`src/rtl/mem_arbiter.sv`:
```
// Two-requester (I-cache / D-cache) arbiter in front of a single memory port.
// Define ARB_ROUND_ROBIN_EN to resolve ties round-robin; default is D-cache priority.
module mem_arbiter (
  input  logic         clk,
  input  logic         rst_n,
  input  logic         ic_read,
  input  logic [27:0]  ic_addr,
  output logic [127:0] ic_rdata,
  output logic         ic_ready,
  input  logic         dc_read,
  input  logic         dc_write,
  input  logic [27:0]  dc_addr,
  input  logic [127:0] dc_wdata,
  output logic [127:0] dc_rdata,
  output logic         dc_ready,
  output logic         mem_read,
  output logic         mem_write,
  output logic [27:0]  mem_addr,
  output logic [127:0] mem_wdata,
  input  logic [127:0] mem_rdata,
  input  logic         mem_ready
);

  typedef enum logic [1:0] {IDLE, GRANT_IC, GRANT_DC, DONE} state_t;

  state_t       state;
  logic [127:0] resp_buf;
  logic         ic_req;
  logic         dc_req;
  logic         grant_dc;

`ifdef ARB_ROUND_ROBIN_EN
  logic last_ic;
`endif

  assign ic_rdata = resp_buf;
  assign dc_rdata = resp_buf;

  always_comb begin
    ic_req = ic_read;
    dc_req = dc_read | dc_write;
`ifdef ARB_ROUND_ROBIN_EN
    // On a tie the requester that was not granted last wins.
    grant_dc = dc_req & (~ic_req | last_ic);
`else
    grant_dc = dc_req;
`endif
  end

  // mem_addr/mem_wdata double as the latched request registers.
  always_ff @(posedge clk or negedge rst_n) begin
    if (!rst_n) begin
      state     <= IDLE;
      mem_read  <= 1'b0;
      mem_write <= 1'b0;
      mem_addr  <= '0;
      mem_wdata <= '0;
      resp_buf  <= '0;
      ic_ready  <= 1'b0;
      dc_ready  <= 1'b0;
`ifdef ARB_ROUND_ROBIN_EN
      last_ic   <= 1'b1;
`endif
    end else begin
      ic_ready <= 1'b0;
      dc_ready <= 1'b0;
      case (state)
        IDLE: begin
          if (grant_dc) begin
            state     <= GRANT_DC;
            mem_addr  <= dc_addr;
            mem_wdata <= dc_wdata;
            mem_write <= dc_write;
            mem_read  <= ~dc_write;
`ifdef ARB_ROUND_ROBIN_EN
            last_ic   <= 1'b0;
`endif
          end else if (ic_req) begin
            state     <= GRANT_IC;
            mem_addr  <= ic_addr;
            mem_wdata <= '0;
            mem_write <= 1'b0;
            mem_read  <= 1'b1;
`ifdef ARB_ROUND_ROBIN_EN
            last_ic   <= 1'b1;
`endif
          end
        end
        GRANT_IC, GRANT_DC: begin
          if (mem_ready) begin
            resp_buf  <= mem_rdata;
            mem_read  <= 1'b0;
            mem_write <= 1'b0;
            ic_ready  <= (state == GRANT_IC);
            dc_ready  <= (state == GRANT_DC);
            state     <= DONE;
          end
        end
        DONE:    state <= IDLE;
        default: state <= IDLE;
      endcase
    end
  end

endmodule
```
`config.mk`:
```
export PLATFORM = sky130hd
export DESIGN_NAME = mem_arbiter
export DESIGN_NICKNAME = d
export VERILOG_FILES = /design/src/rtl/mem_arbiter.sv
export SDC_FILE = /design/constraint.sdc
export NUM_CORES = 1
export LEC_CHECK = 0
export ABC_AREA = 1
export CAP_MARGIN = 30
export CORE_AREA = 2 2 286 288
export CTS_CLUSTER_SIZE = 30
export DETAILED_ROUTE_END_ITERATION = 7
export DIE_AREA = 0 0 288 290
export PLACE_DENSITY_LB_ADDON = 0.05
export SETUP_SLACK_MARGIN = 0.1
export SYNTH_ARGS = -nofsm -noshare
export SYNTH_HDL_FRONTEND = slang
export SYNTH_SLANG_ARGS = --single-unit
```
`constraint.sdc`:
```
create_clock -name clk -period 2.05 [get_ports clk]
set_clock_uncertainty 0.05 [all_clocks]
set_input_delay 0.41 -clock clk [delete_from_list [all_inputs] [get_ports clk]]
set_output_delay 0.41 -clock clk [all_outputs]
set_load 0.05 [all_outputs]
```
==> flow_summary.json, run 1 <==
{
  "dpl.hpwl_um": 50100,
  "finalHoldViolCount": 0,
  "first_pass_iters": 6,
  "arrival_ns": 1.44,
  "worst_path_max_delay_cell": "dlygate4sd2_1",
  "setup_viol_count_final": 0,
  "synth_warnings": 0,
  "yosys.area_share.simple_pct": 29.4,
  "synthTopCellsByArea": "dfrtp_1 58%, nand2_1 24%, buf_4 7.8%",
  "fin_setup_tns_ns": 0,
  "num_rows": 104,
  "slew_viol_final": 0,
  "tightest_slew_ns": 0.599,
  "synth_xor_area_share_pct": 0,
  "ioPinCount": 734,
  "yosys.area.top_type_share_pct": 57.9,
  "vias": 11860,
  "critPathKind": "reg2out",
  "area_delta_synth_final_pct": 70.6,
  "setup_ws_ns": 0.154,
  "synth_fa_ha_area_share_pct": 0.300,
  "first_iter_violations": 468,
  "hold_class": "in2reg",
  "grt_max_degree": 89,
  "cpLargestDelayFamily": "buffers and inverters",
  "status": "finished clean",
  "dpl.cell_count": 3129,
  "layout.cells.non_filler": 3207,
  "maxCapViolations": 0,
  "synth_area_per_cell_um2": 8.45,
  "required_ns": 1.59,
  "ys_ff_latch": 290,
  "cts_tree": "done",
  "die_w_um": 288,
  "ant_nets": 0,
  "place_ws_ns": -0.0192,
  "holdPathStages": 3,
  "wl_um": 64000,
  "dieArea_um2": 83500,
  "crit_path_start_kind": "register",
  "crit_chain": "dlygate4sd2_1",
  "grt_pass1_wl_um": 91100,
  "wire_per_inst_um": 20.0,
  "vias_per_cell": 3.70,
  "cts_buffers": 41,
  "synth.largest_area_cell": "dfrtp_1",
  "cp_max_fo": 2,
  "synthMuxAreaShare_pct": 0,
  "die_h_um": 290,
  "fin_crit_ns": 1.90,
  "io_buffer_count": 733,
  "nNetsFinal": 2434,
  "synth_compound_area_share_pct": 1.20,
  "cp_slowest_stage_delay_ns": 0.56,
  "core_um2": 80200,
  "grt_antenna_before_repair": 10,
  "overflow": 0,
  "rsz0062_at_grt": "no",
  "end_kind": "output pin",
  "grt_pass1_vias": 12121,
  "ctsHtreeMaxLevel": 2,
  "clk_pin_slew_ns": 0.06,
  "critPathBufInv": 1,
  "start_util_pct": 15.6,
  "clkSinkCount": 290,
  "worstSetupPathDepth": 1,
  "track_usage_pct": 14.9,
  "period_share_pct": 92.5,
  "r2r_cells": 6,
  "drive_gt1_share_pct": 23.8,
  "cts_root_buffer": "clkbuf_16",
  "seq_area_frac_synth_pct": 57.9,
  "slew_headroom_pct": 60.1,
  "synth_top_family_by_area": "simple AND/OR/NAND/NOR gates",
  "fill_cells": 8775,
  "post-route-drc-count": 0,
  "gp_congestion": 0.760,
  "clk_latency_ns": 0.54,
  "clockBufferDepth": 3,
  "synth_area_um2": 12500,
  "synth_cells": 1482,
  "synth.net_count": 1803,
  "max_clock_freq_mhz": 528,
  "synth_cell_types": 17
}
[cell families after synthesis]
group / after synthesis
and+or+nand+nor: 936
adders and majority gates: 3
AOI/OAI and AO/OA: 30
buffers and inverters: 223
DFF: 290
[state kept, by name, indices dropped and copies added (netlist names)]
| signal | cells |
|---|---|
| mem_wdata | 128 |
| dc_rdata | 128 |
| ic_ready | 1 |
| dc_ready | 1 |
| state | 2 |
| mem_read | 1 |
| mem_addr | 28 |
| mem_write | 1 |
[per-stage QoR]
stage | utilization (%) | hold WS (ns) | area, µm²
finish | 26.7 | 0.196 | 21400
global placement | 25.0 | 0.354 | 20000
global route | 26.7 | 0.172 | 21400
floorplan | - | 0.0644 | 12500
CTS | 26.7 | 0.152 | 21400
detailed placement | 25.0 | 0.351 | 20000
[layout by cell type, fill, tap and decap left out, types with 22 or more instances in the layout]
master	count
nand2_1	797
clkdlybuf4s15_2	116
dfrtp_1	290
buf_4	293
nand3_1	133
o21ai_0	23
buf_12	22
clkdlybuf4s50_1	315
clkbuf_16	43
clkdlybuf4s15_1	26
[layer usage]
metal  GRT usage (%)  share of wire, %
met3            4.32               6.8
met4            3.59               1.9
met2            27.3                53
met1            16.7                38
met5               0             0.078
[path summary, 6_finish.rpt]
kind | startpoint | endpoint | slack (ns)
max | mem_wdata[36]$_DFFE_PN0P_ | mem_wdata[36] | 0.15
min | mem_ready | dc_rdata[17]$_DFFE_PN0P_ | 0.20
max reg2reg | state[0]$_DFFE_PN0P_ | dc_rdata[82]$_DFFE_PN0P_ | 0.34
min reg2reg | mem_wdata[36]$_DFFE_PN0P_ | mem_wdata[36]$_DFFE_PN0P_ | 0.41
max in group asynchronous | rst_n | dc_rdata[51]$_DFFE_PN0P_ | 0.92
min in group asynchronous | rst_n | dc_rdata[57]$_DFFE_PN0P_ | 0.35
[cell usage after synthesis, drive strengths merged]
cell,instances
nand2,799
o21ai,30
dfrtp,290
ha,3
nor2,4
clkbuf,23
buf,190
nand3,133
inv,10
[cell type report]
cell class              count  area, µm²  share of cell area [%]
repair buffers            801       7560                    35.4
flip-flops and latches    290       7260                    34.0
multi-input cells         969       3900                    18.2
well taps                1060       1330                    6.21
clock buffers              64       1200                    5.64
clock inverters             7       71.3                   0.334
inverters                  10       40.0                   0.187
diodes                      6       15.0                  0.0702
[what timing repair did]
item | 4_1_cts | 5_1_grt
endpoints found under the hold margin | 34 | 0
setup buffers | 0 | 0
endpoints found under the setup margin | 169 | 23
hold buffers | 1 | 0
resized for setup | 435 | 24
Power of run 1 is not shown: default switching activity piles up to over one toggle a cycle in this logic, so the estimate is an artifact.
==> run 2, diff against run 1 <==
--- a/config.mk
+++ b/config.mk
@@ -6,6 +6,7 @@
 export NUM_CORES = 1
 export LEC_CHECK = 0
 export ABC_AREA = 1
+export ABC_CLOCK_PERIOD_IN_PS = 2050
 export CAP_MARGIN = 30
 export CORE_AREA = 2 2 286 288
 export CTS_CLUSTER_SIZE = 30
==> results of run 2 <==
The final DEF is identical to that of run 1; final timing and power are the same.
Power of run 2 is left out for the same reason.
